===== config.mk =====
export PLATFORM = sky130hd
export DESIGN_NAME = fetch_stage
export DESIGN_NICKNAME = d
export VERILOG_FILES = /design/src/rtl/fetch_stage.sv
export SDC_FILE = /design/constraint.sdc
export NUM_CORES = 1
export LEC_CHECK = 0
export CAP_MARGIN = 20
export CORE_MARGIN = 2
export CORE_UTILIZATION = 42
export CTS_CLUSTER_SIZE = 20
export DETAILED_ROUTE_END_ITERATION = 10
export PLACE_DENSITY = 0.81
export SLEW_MARGIN = 20
export SYNTH_ARGS = -nofsm -noshare
export SYNTH_HDL_FRONTEND = slang
export SYNTH_SLANG_ARGS = --single-unit

===== constraint.sdc =====
create_clock -name clk -period 3 [get_ports clk]
set_input_delay 0.3 -clock clk [delete_from_list [all_inputs] [get_ports clk]]
set_output_delay 0.3 -clock clk [all_outputs]
set_load 0.01 [all_outputs]

===== src/rtl/fetch_stage.sv =====
// fetch_stage: owns the PC, one-outstanding imem fetch, single-entry slot to decode.
// Optional perf counters enabled by defining FETCH_PERF_EN.
module fetch_stage #(
    parameter logic [31:0] RESET_PC  = 32'h0000_2000,
    parameter logic [31:0] NOP_INSTR = 32'h0000_0013
) (
    input  logic        clk,
    input  logic        rst_n,
    output logic        imem_req_valid,
    input  logic        imem_req_ready,
    output logic [31:0] imem_addr,
    input  logic        imem_resp_valid,
    input  logic [31:0] imem_resp_data,
    input  logic [1:0]  bubble,
    input  logic        stall,
    input  logic        redirect_valid,
    input  logic [31:0] redirect_pc,
    output logic [31:0] instr,
    output logic [31:0] instr_pc,
    output logic        instr_valid,
    output logic [31:0] perf_fetch_cnt,
    output logic [31:0] perf_bubble_cnt
);

    typedef enum logic [1:0] {
        S_REQ,
        S_WAIT,
        S_DROP
    } state_t;

    state_t      state;
    state_t      state_nx;
    logic [31:0] pc;
    logic [31:0] instr_q;
    logic        valid_q;
    logic [1:0]  bubble_cnt;
    logic        hold;
    logic        advance;
    logic        slot_free;
    logic        req_fire;
    logic        capture;
    logic        unused;

    assign unused    = ^redirect_pc[1:0];
    assign hold      = stall | (valid_q & ((bubble_cnt != 2'd0) | (bubble != 2'd0)));
    assign advance   = valid_q & ~hold;
    assign slot_free = ~valid_q | advance;
    assign req_fire  = imem_req_valid & imem_req_ready;
    assign capture   = (state == S_WAIT) & imem_resp_valid & ~redirect_valid;

    assign imem_addr   = pc;
    assign instr_valid = valid_q;
    assign instr       = valid_q ? instr_q : NOP_INSTR;

    always_ff @(posedge clk or negedge rst_n) begin
        if (!rst_n) begin
            state <= S_REQ;
        end else begin
            state <= state_nx;
        end
    end

    // A response still in flight at redirect time belongs to a flushed PC.
    always_comb begin
        state_nx = state;
        unique case (state)
            S_REQ: begin
                if (req_fire) begin
                    state_nx = redirect_valid ? S_DROP : S_WAIT;
                end
            end
            S_WAIT: begin
                if (imem_resp_valid) begin
                    state_nx = S_REQ;
                end else if (redirect_valid) begin
                    state_nx = S_DROP;
                end
            end
            S_DROP: begin
                if (imem_resp_valid) begin
                    state_nx = S_REQ;
                end
            end
            default: state_nx = S_REQ;
        endcase
    end

    always_comb begin
        imem_req_valid = 1'b0;
        if (state == S_REQ) begin
            imem_req_valid = rst_n & slot_free & ~stall & ~redirect_valid;
        end
    end

    always_ff @(posedge clk or negedge rst_n) begin
        if (!rst_n) begin
            pc         <= RESET_PC;
            instr_q    <= NOP_INSTR;
            instr_pc   <= 32'd0;
            valid_q    <= 1'b0;
            bubble_cnt <= 2'd0;
        end else if (redirect_valid) begin
            pc         <= {redirect_pc[31:2], 2'b00};
            valid_q    <= 1'b0;
            bubble_cnt <= 2'd0;
        end else begin
            if (capture) begin
                instr_q  <= imem_resp_data;
                instr_pc <= pc;
                valid_q  <= 1'b1;
                pc       <= pc + 32'd4;
            end else if (advance) begin
                valid_q <= 1'b0;
            end
            // Counter holds bubble-1 so the slot stays put exactly `bubble` cycles.
            if (!stall) begin
                if (bubble_cnt != 2'd0) begin
                    bubble_cnt <= bubble_cnt - 2'd1;
                end else if (valid_q && (bubble != 2'd0)) begin
                    bubble_cnt <= bubble - 2'd1;
                end
            end
        end
    end

`ifdef FETCH_PERF_EN
    logic [31:0] fetch_cnt_q;
    logic [31:0] bub_cnt_q;

    always_ff @(posedge clk or negedge rst_n) begin
        if (!rst_n) begin
            fetch_cnt_q <= 32'd0;
            bub_cnt_q   <= 32'd0;
        end else begin
            if (capture) begin
                fetch_cnt_q <= fetch_cnt_q + 32'd1;
            end
            if (valid_q & ~stall & ((bubble != 2'd0) | (bubble_cnt != 2'd0))) begin
                bub_cnt_q <= bub_cnt_q + 32'd1;
            end
        end
    end

    assign perf_fetch_cnt  = fetch_cnt_q;
    assign perf_bubble_cnt = bub_cnt_q;
`else
    assign perf_fetch_cnt  = 32'd0;
    assign perf_bubble_cnt = 32'd0;
`endif

endmodule


# --- Yosys cells after proc, flatten, opt, wreduce, memory -nomap -nowiden ---
# Index checks and enable logic that the tools add are counted.
classes:
  addsub: 3
  eq_ne: 6
  mux: 17
  bitwise_logic: 15
  reduce_logical: 10
op_table:
  columns: ["cell", "count"]
  rows:
  - ["$mux 32", 3]
  - ["$add 32x3->32 const B", 1]
  - ["$mux 2", 9]
  - ["$and 1x1->1", 8]
  - ["$pmux 2 s3", 1]
  - ["$reduce_bool 2->1", 3]
  - ["$reduce_bool 3->1", 2]
  - ["$mux 1", 4]
  - ["$ne 2x2->1 const B", 2]
  - ["$not 1->1", 4]
  - ["$reduce_and 2->1", 2]
  - ["$sub 2x1->2 const B", 2]
  - ["$ne 3x3->1 const B", 1]
  - ["$or 1x1->1", 3]
  - ["$reduce_and 3->1", 1]
  - ["$eq 2x1->1 const B", 1]
  - ["$eq 2x2->1 const B", 1]
  - ["$logic_not 2->1", 1]
  - ["$ne 2x1->1 const B", 1]
  - ["$logic_and 1x1->1", 1]
totals:
  reg_bits: 101
  in_bits: 72
  output_inout_bits: 162
  word_cells: 57

# --- Longest topological paths before layout ---
# Gate-level depths: netlist of run 1.
logic_depth:
  depth_word: 14
  depth_mapped: 6
  ltp_nobuf: 5

# --- Worst setup path before layout of run 1 ---
# OpenSTA, ideal clock, no wires.
synth_timing:
  kind: "reg2reg"
  start: "reg pc[2] (netlist: imem_addr[2])"
  end: "reg pc[28] (netlist: imem_addr[28])"
  setup_ns: 0.082
  t_arrival_ns: 2.070
  t_required_ns: 2.918
  path_slack_ns: 0.848
  path_stages_with_launch: 7
  path_buffers: 1
  synth_period_minus_slack_ns: 2.152
  cell_sequence: "dfrtp_1 -> ha_1 -> nand4b_2 -> or4_1 -> clkbuf_2 -> or4_1 -> a31oi_1"
synth_between:
  elab_chain_len: 3
synth_lines:
  columns: ["element", "line_no", "text"]
  rows:
  - ["start, declared", "33", "logic [31:0] pc;"]
  - ["start signal, assigned", "103", "pc <= {redirect_pc[31:2], 2'b00};"]
  - ["start signal, assigned", "111", "pc <= pc + 32'd4;"]
  - ["$add 32x3->32", "111", null]
  - ["$mux 32", "107", "if (capture) begin"]
  - ["$mux 32", "102", "end else if (redirect_valid) begin"]
# No other way between the ends. The select of a mux whose other input is x is not followed.
# A chain may end at the register's enable or synchronous reset.

# --- Worst setup path in the final report of run 1 ---
layout_timing:
  start: "reg bubble_cnt[1]"
  end: "out imem_req_valid"
layout_between:
  elab_chain_len: 11
layout_lines:
  columns: ["element", "line_no", "text"]
  rows:
  - ["start, declared", "36", "logic [1:0] bubble_cnt;"]
  - ["start signal, assigned", "118", "bubble_cnt <= bubble_cnt - 2'd1;"]
  - ["start signal, assigned", "120", "bubble_cnt <= bubble - 2'd1;"]
  - ["$reduce_bool 2->1", "45", "assign hold = stall | (valid_q & ((bubble_cnt != 2'd0) | (bubble != 2'd0)));"]
  - ["$or 1x1->1", "45", null]
  - ["$and 1x1->1", "45", null]
  - ["$or 1x1->1", "45", null]
  - ["$not 1->1", "46", "assign advance = valid_q & ~hold;"]
  - ["$and 1x1->1", "46", null]
  - ["$or 1x1->1", "47", "assign slot_free = ~valid_q | advance;"]
  - ["$and 1x1->1 (3 in series)", "91", "imem_req_valid = rst_n & slot_free & ~stall & ~redirect_valid;"]
  - ["$mux 1", "90", "if (state == S_REQ) begin"]
  - ["end, declared", "9", "output logic imem_req_valid,"]
# No other way between the ends.

==> results of run 1 <==
-- power breakdown --
group	leakage, uW	internal [uW]	total, uW	switching (uW)
clock network	0.000153	714	1190	472
registers	0.00120	1570	1740	178
logic	0.00155	531	864	333
total	0.00290	2810	3790	983
-- worst paths after layout --
check	cells past startpoint	endpoint	slack, ns	startpoint
min in group clk	4	state[0]	0.43	rst_n
max reg2reg	5	imem_addr[28]	0.64	imem_addr[2]
min	2	instr_pc[12]	0.06	rst_n
max	4	imem_req_valid	0.45	bubble_cnt[1]
max in group asynchronous	3	imem_addr[5]	1.83	rst_n
min reg2reg	1	instr_q[5]	0.50	instr_q[5]
-- final cells by class --
type,count,area (um^2),share of cell area [%]
clock buffers,14,274,3.97
multi-input cells,348,2270,32.9
inverters,3,11.3,0.163
well taps,147,184,2.67
clock inverters,2,35.0,0.508
repair buffers,170,1690,24.6
flip-flops and latches,97,2430,35.3
-- through the flow --
stage                     total power, uW  std cells
after detailed placement             2640        765
final                                3790        781
after global routing                 3990        781
after global placement               2590        765
after CTS                            3850        781
after floorplan                      2180        538
-- synth_stat cells (2+ instances only) --
| cell type | count | area, um^2 |
|---|---|---|
| dfrtp_1 | 93 | 2330 |
| buf_4 | 68 | 510 |
| mux2_2 | 62 | 698 |
| nand2_1 | 31 | 116 |
| and2_1 | 30 | 188 |
| o21ai_0 | 19 | 95.1 |
| nor2_1 | 18 | 67.6 |
| clkbuf_1 | 17 | 63.8 |
| nand3_1 | 14 | 70.1 |
| a31oi_1 | 13 | 81.3 |
| or4_1 | 9 | 67.6 |
| xnor2_1 | 9 | 78.8 |
| nand4_1 | 8 | 50.1 |
| o31ai_1 | 8 | 60.1 |
| nand2b_1 | 6 | 37.5 |
| nor4_1 | 6 | 37.5 |
| or3_1 | 6 | 37.5 |
| a21oi_1 | 5 | 25.0 |
| nor3_1 | 5 | 25.0 |
| o211ai_1 | 5 | 37.5 |
| and3_1 | 4 | 25.0 |
| dfstp_2 | 4 | 105 |
| buf_1 | 3 | 11.3 |
| inv_1 | 3 | 11.3 |
| or2_2 | 3 | 18.8 |
| xor2_1 | 3 | 26.3 |
| nand3b_1 | 2 | 15.0 |
| o41ai_1 | 2 | 17.5 |
-- metal layers --
layer  wire (um)  GRT usage, %
met1        4940          23.0
met2        5980          31.3
met3         831          4.52
met4         233          7.72
met5           0             0
-- state kept, by name, indices dropped and copies added (netlist names) --
signal and cells:
instr_q 32, imem_addr 30, instr_pc 30, bubble_cnt 2
state 2, instr_valid 1
-- cells by family (layout without fill, tap and decap cells) --
logic type / Yosys count / count (layout) / synth area share [%]
xor+xnor: 12 / 12 / 2.09
mux: 63 / 63 / 14.1
other cells: 1 / 68 / 0.0744
fa+ha+maj: 1 / 1 / 0.248
flops: 97 / 97 / 48.3
compound gates: 53 / 53 / 6.43
simple gates: 151 / 151 / 16.8
buf+inv: 93 / 189 / 12.0
==> impl_metrics.csv, run 1 <==
group,metric,value,unit
run,maxCapViolations,0,
floorplanning,ios,234,
logic_synthesis,yosys_warnings,0,
routing,detail_route.wl_per_cell,15.3,um
logic_synthesis,seq_area_frac_synth,48.3,%
routing,num_vias,3907,
worst_setup_path,critical_path_peak_fanout,4,
floorplanning,rows,40,
final_layout,final_area,6900,um^2
worst_setup_path,cpMaxStageDelayCell,"clkdlybuf4s50_1",
final_layout,final_common_cell,"clkdlybuf4s50_1",
final_layout,antenna_cells,0,
final_layout,mostFrequentLayoutCells,"clkdlybuf4s50_1 (162), dfrtp_1 (93), conb_1 (68), mux2_2 (62), nand2_1 (31)",
floorplanning,core,11900,um^2
grt,grt_pass1_vias,3764,
final_layout,syn_to_final_growth,36.9,%
logic_synthesis,syn_area,5040,um^2
timing,hold_violations,0,
placed_design,place_hpwl,8630,um
min_path,hold_class,"input port to asynchronous set/reset pin",
logic_synthesis,netlist_instances,471,
worst_setup_path,crit_buf_inv,1,
routing,wl,12000,um
clock_tree,clockBufferDepth,2,
clock_tree,cts_sinks,97,
logic_synthesis,synth-edff-count,0,
final_layout,final_util,58.2,%
logic_synthesis,yosys_most_used_dff,"dfrtp_1",
clock_tree,htreeDepth,3,
routing,viasPerCell,5.00,
worst_setup_path,arrival,2.25,ns
timing,max_freq,392,MHz
final_layout,drive_gt1_share,15.0,%
floorplanning,die_x,114,um
placed_design,port_buffers,163,
timing,period_share,85.0,%
floorplanning,die_area,12900,um^2
placed_design,place_congestion,0.799,
clock_tree,cts_buffers,9,
worst_setup_path,startpoint_type,"flop",
worst_setup_path,path_cells,"o41ai_1 > nand2b_1 > nor4_1 > clkdlybuf4s50_1",
logic_synthesis,ys_types,43,
clock_tree,ctsHoldBuffers,0,
timing,tightest_slew,0.649,ns
timing,clock-skew-final,0.00827,ns
worst_setup_path,path_class,"flop to output pin",
clock_tree,post_cts_buffers,0,
grt,antenna_found_initial,0,
logic_synthesis,synth_area_per_cell,10.7,um^2
routing,drcViolationCount,0,
timing,setup_slack,0.451,ns
worst_setup_path,max_stage_delay,0.62,ns
routing,drtPass1Iterations,4,
clock_tree,cts_tree,"built",
placed_design,placed_cell_area,6590,um^2
final_layout,nets,702,
clock_tree,clk_pin_slew,0.07,ns
timing,finalSetupViolations,0,
logic_synthesis,yosys_register_bits,97,
routing,drt_iter0_markers,142,
clock_tree,root_buffer,"clkbuf_16",
worst_setup_path,critPathTopFamily,"buffers and inverters",
timing,whs,0.0593,ns
worst_setup_path,crit_required,2.70,ns
pwr,leakage,0.00290,uW
timing,slew_headroom,56.7,%
logic_synthesis,async_reset_ff_share,100,%
run_status,status,"finished clean",
timing,setup_tns,0,ns
pwr,ir_worst_vdd,0.000379,V
floorplanning,initial_core_util,42.5,%
floorplanning,die_y,114,um
grt,gr-usage-all-layers,18.6,%
clock_tree,clkLatencyLatePin,0.35,ns
final_layout,fill_cells,976,
routing,antenna_left,0,
grt,overflow,0,
timing,fin_crit,2.55,ns
worst_setup_path,end_kind,"output pin",
timing,grt_setup_unrepaired,"false",
grt,grt_pass1_wl,19000,um
placed_design,place_ws,0.367,ns
pwr,pwr_density_cell,550,nW/um^2
clock_tree,cts_resized,0,
grt,grt_max_degree,55,
timing,slew_viol_final,0,
No activity file was read; power rests on OpenSTA's default activity.
==> inputs of run 2 (changes only) <==
Settings changed: CORE_UTILIZATION 42 to 38, PLACE_DENSITY 0.81 to 0.78.
Clock period 3 ns to 2.3 ns, I/O delays scaled along.
==> impl_metrics.csv, run 2 (synthesis gave the netlist of run 1 again) <==
group,metric,value,unit
run_status,status,"finished clean",
final_layout,syn_to_final_growth,41.2,%
worst_setup_path,crit_required,2.07,ns
worst_setup_path,critical_path_peak_fanout,5,
final_layout,mostFrequentLayoutCells,"clkdlybuf4s50_1 (161), dfrtp_1 (93), conb_1 (68), mux2_2 (62), nand2_1 (31)",
placed_design,place_congestion,0.814,
run,maxCapViolations,0,
final_layout,drive_gt1_share,18.4,%
worst_setup_path,max_stage_delay,0.43,ns
routing,num_vias,4050,
clock_tree,htreeDepth,3,
pwr,ir_worst_vdd,0.000429,V
pwr,pwr_density_cell,694,nW/um^2
worst_setup_path,r2r_cells,4,
floorplanning,ios,234,
worst_setup_path,crit_buf_inv,2,
routing,drtPass1Iterations,6,
clock_tree,post_cts_buffers,0,
worst_setup_path,end_kind,"output pin",
floorplanning,die_x,119,um
clock_tree,root_buffer,"clkbuf_16",
timing,hold_violations,0,
final_layout,final_common_cell,"clkdlybuf4s50_1",
timing,slew_headroom,48.3,%
pwr,p_int,3610,uW
routing,antenna_left,0,
floorplanning,rows,42,
grt,gr-usage-all-layers,18.7,%
clock_tree,clk_pin_slew,0.07,ns
min_path,hold_path_end,"imem_addr[13]",
floorplanning,die_area,14200,um^2
worst_setup_path,startpoint_type,"flop",
timing,fin_crit,2.14,ns
floorplanning,die_y,119,um
grt,antenna_found_initial,0,
worst_setup_path,arrival,1.91,ns
final_layout,antenna_cells,0,
worst_setup_path,critPathTopFamily,"flip-flops",
placed_design,dp_cells,817,
worst_setup_path,r2r-start,"imem_addr[17]",
worst_setup_path,cpMaxStageDelayCell,"dfrtp_1",
grt,overflow,0,
worst_setup_path,rrSetupSlack,0.21,ns
final_layout,regMostFlops,"instr_q",
clock_tree,cts_sinks,97,
timing,slew_viol_final,0,
routing,detail_route.wl_per_cell,15.5,um
pwr,sw_frac_of_total,27.0,%
timing,clock-skew-final,0.00526,ns
final_layout,nets,726,
grt,grt_pass1_vias,4188,
grt,grt_pass1_wl,21000,um
floorplanning,initial_core_util,38.5,%
final_layout,largest_reg_flops,32,
routing,drcViolationCount,0,
routing,drt_iter0_markers,181,
worst_setup_path,r2r_end,"imem_addr[26]",
timing,finalSetupViolations,0,
clock_tree,clkLatencyLatePin,0.35,ns
timing,setup_tns,0,ns
min_path,whs_path_depth,3,
routing,viasPerCell,4.86,
pwr,comb_power_share,24.3,%
clock_tree,clockBufferDepth,2,
pwr,seqPwrFrac,45.5,%
pwr,p_total,4940,uW
worst_setup_path,path_cells,"o41ai_2 > nand2b_1 > nor4_2 > buf_4 > clkdlybuf4s15_1",
routing,wl,12900,um
worst_setup_path,path_class,"flop to output pin",
min_path,min_from,"redirect_pc[13]",
placed_design,place_hpwl,9450,um
final_layout,final_util,54.4,%
placed_design,port_buffers,163,
clock_tree,cts_tree,"built",
timing,grt_setup_unrepaired,"false",
final_layout,fin_cells,834,
grt,grt_max_degree,61,
timing,period_share,92.9,%
timing,max_freq,468,MHz
min_path,hold_class,"input port to flop",
final_layout,final_area,7120,um^2
pwr,p_sw,1340,uW
clock_tree,cts_buffers,9,
placed_design,placed_cell_area,6800,um^2
pwr,leakage,0.00300,uW
timing,tightest_slew,0.775,ns
floorplanning,core,13100,um^2
pwr,pwr-share-clk,30.2,%
## run 2: area by class of cell
type                            instances  area, um^2
Clock inverter                          5        57.6
Timing Repair Buffer                  194        1880
Clock buffer                           11         233
Tap cell                              176         220
Inverter                                3        11.3
Sequential cell                        97        2430
Multi-Input combinational cell        348        2280
Fill cell                            1127        5970
## run 2: worst max path at each step
stage                        startpoint             end  slack, ns  cells past startpoint
after global routing      bubble_cnt[0]  imem_req_valid       0.01                      5
after CTS                 bubble_cnt[1]  imem_req_valid        0.1                      5
after global placement        bubble[0]  imem_req_valid      -0.06                      6
after floorplan            imem_addr[2]   imem_addr[28]       0.15                      6
final                     bubble_cnt[0]  imem_req_valid       0.16                      5
after detailed placement      bubble[0]  imem_req_valid      -0.07                      6
## run 2: repair_timing
action / 4_1_cts / 5_1_grt
endpoints found under the hold margin: 35 / 0
gates resized for setup: 2 / 3
hold buffers: 1 / 0
endpoints found under the setup margin: 1 / 2
pin swaps: 0 / 0
## run 2: metrics by stage
| step | hold slack [ns] | setup slack (ns) |
|---|---|---|
| 4_1_cts | 0.398 | 0.0979 |
| 2_1_floorplan | -0.0656 | 0.148 |
| 3_5_place_dp | 0.331 | -0.0677 |
| 5_1_grt | 0.440 | 0.0141 |
| 3_3_place_gp | 0.314 | -0.0581 |
| 6_report | 0.410 | 0.164 |
## run 2: worst register-to-register path: cells and delay by family, from the launching register on
| kind | cells | cell delay, ns |
|---|---|---|
| AND/OR/NAND/NOR | 3 | 1.31 |
| flip-flops | 1 | 0.49 |
| AO/OA/AOI/OAI | 1 | 0.21 |
## run 2: layer usage
layer	wire, um	vias to the layer above	GRT usage (%)
li1	-	1879	-
met1	5280	1972	22.3
met5	0	-	0
met4	293	0	7.96
met3	952	25	5.94
met2	6400	174	31.0
## run 2: power by group through the flow
stage	sequential, uW	clock (uW)	combinational [uW]
floorplan	2330	0	511
global placement	2250	0	1170
detailed placement	2280	0	1210
CTS	2250	1530	1210
global route	2300	1590	1300
finish	2250	1490	1200
==> inputs of run 3 (changes only) <==
Settings changed: CORE_ASPECT_RATIO set to 0.75.
==> impl_metrics.csv, run 3 (synthesis gave the netlist of run 1 again) <==
group,metric,value,unit
worst_setup_path,path_class,"flop to flop",
clock_tree,cts_sinks,97,
placed_design,port_buffers,163,
timing,period_share,93.1,%
worst_setup_path,path_common_cell,"or4_1",
timing,tightest_slew,0.898,ns
grt,use_met3,4.94,%
worst_setup_path,end_kind,"flop",
timing,fin_crit,2.14,ns
final_layout,nets,721,
clock_tree,htreeDepth,3,
run_status,status,"finished clean",
timing,slew_headroom,40.1,%
routing,drcViolationCount,0,
timing,hold_violations,0,
timing,slew_viol_final,0,
final_layout,mostFrequentLayoutCells,"clkdlybuf4s50_1 (161), dfrtp_1 (93), conb_1 (68), mux2_2 (62), nand2_1 (31)",
final_layout,regMostFlops,"instr_q",
final_layout,multi_input_comb_area,2270,um^2
grt,grt_pass1_vias,3871,
routing,antenna_left,0,
worst_setup_path,critical_path_peak_fanout,7,
grt,met2_usage,27.1,%
grt,busiest_layer,"met2",
worst_setup_path,max_stage_delay,0.70,ns
clock_tree,cts_buffers,9,
grt,overflow,0,
routing,viasPerCell,4.83,
timing,finalSetupViolations,0,
floorplanning,core,13000,um^2
floorplanning,initial_core_util,38.9,%
floorplanning,die_y,104,um
final_layout,fill_cells,1123,
final_layout,antenna_cells,0,
floorplanning,ios,234,
final_layout,drive_gt1_share,17.8,%
routing,drt_iter0_markers,214,
routing,detail_route.wl_per_cell,15.0,um
routing,drtPass1Iterations,4,
worst_setup_path,crit_buf_inv,0,
grt,met1_usage,23.0,%
floorplanning,die_area,14200,um^2
pwr,ir_worst_vdd,0.000451,V
floorplanning,die_x,137,um
placed_design,place_congestion,0.782,
clock_tree,post_cts_buffers,0,
routing,num_vias,3979,
floorplanning,rows,36,
grt,antenna_found_initial,0,
timing,clock-skew-final,0.00623,ns
pwr,pwr_density_cell,714,nW/um^2
final_layout,final_common_cell,"clkdlybuf4s50_1",
final_layout,syn_to_final_growth,40.9,%
clock_tree,clkLatencyLatePin,0.34,ns
worst_setup_path,cpMaxStageDelayCell,"or4_1",
worst_setup_path,path_cells,"ha_1 > nand4b_2 > or4_1 > or4_1 > a31oi_1",
grt,grt_max_degree,73,
min_path,hold_class,"input port to flop",
clock_tree,clk_pin_slew,0.07,ns
worst_setup_path,startpoint_type,"flop",
routing,wl,12300,um
pwr,leakage,0.00301,uW
timing,max_freq,467,MHz
grt,gr-usage-all-layers,17.2,%
final_layout,final_util,54.7,%
run,maxCapViolations,0,
clock_tree,root_buffer,"clkbuf_16",
worst_setup_path,crit_required,2.56,ns
timing,grt_setup_unrepaired,"false",
timing,whs,0.439,ns
placed_design,place_hpwl,9140,um
worst_setup_path,arrival,2.40,ns
final_layout,largest_reg_flops,32,
clock_tree,clockBufferDepth,2,
clock_tree,cts_tree,"built",
grt,grt_pass1_wl,19700,um
worst_setup_path,critPathTopFamily,"simple AND/OR/NAND/NOR gates",
final_layout,seq_area,2430,um^2
pwr,p_total,5070,uW
## run 3: cell types whose count changed in the layout (fill, tap and decap cells not counted), moves of 2 or more
cell and delta:
clkinvlp_4 -2, buf_4 -5, clkbuf_1 -2, clkbuf_8 +2
## run 3: path summary, 6_finish.rpt
| path | from | endpoint | slack [ns] | cells past startpoint |
|---|---|---|---|---|
| max in group asynchronous | rst_n | imem_addr[6] | 0.61 | 4 |
| min | redirect_pc[13] | imem_addr[13] | 0.44 | 3 |
| min reg2reg | instr_q[21] | instr_q[21] | 0.50 | 1 |
| max | imem_addr[2] | imem_addr[28] | 0.16 | 5 |
| min in group asynchronous | rst_n | state[1] | 0.47 | 3 |
| max reg2reg | imem_addr[2] | imem_addr[28] | 0.16 | 5 |
## run 3: layout make-up
class                           count  area share, %
Clock buffer                       11           3.56
Clock inverter                      5           1.09
Inverter                            3          0.159
Multi-Input combinational cell    348           32.0
Sequential cell                    97           34.3
Tap cell                          171           3.01
Timing Repair Buffer              189           25.9
## run 3: worst register-to-register path, cell delays in order, from the launching register on
cell	delay, ns
dfrtp_1	0.37
ha_1	0.19
nand4b_2	0.12
or4_1	0.70
or4_1	0.51
a31oi_1	0.17
## run 3: what timing repair did
action | CTS | global route
gates resized for setup | 2 | 0
hold endpoints to repair | 24 | 0
endpoints found under the setup margin | 1 | 0
hold buffers | 1 | 0
## run 3: where the power goes
part / internal [uW] / switching [uW] / total, uW
Clock: 1010 / 629 / 1640
Combinational: 713 / 468 / 1180
Sequential: 2040 / 209 / 2250
## run 3: per-stage QoR
step / instance area [um^2] / setup TNS (ns) / setup WS, ns / std cells
6_report: 7100 / 0 / 0.158 / 824
5_1_grt: 7100 / 0 / 0.0364 / 824
4_1_cts: 7100 / 0 / 0.156 / 824
3_5_place_dp: 6750 / -0.0886 / -0.0489 / 807
3_3_place_gp: 6750 / -0.0285 / -0.0265 / 807
2_1_floorplan: 5290 / 0 / 0.148 / 538
## run 3: per-layer routing
metal / vias up / routed length, um / part of all wire [%]
met5: - / 0 / 0
met4: 0 / 166 / 1.3
met3: 15 / 942 / 7.6
met2: 173 / 5870 / 48
met1: 1914 / 5360 / 43
li1: 1877 / - / -
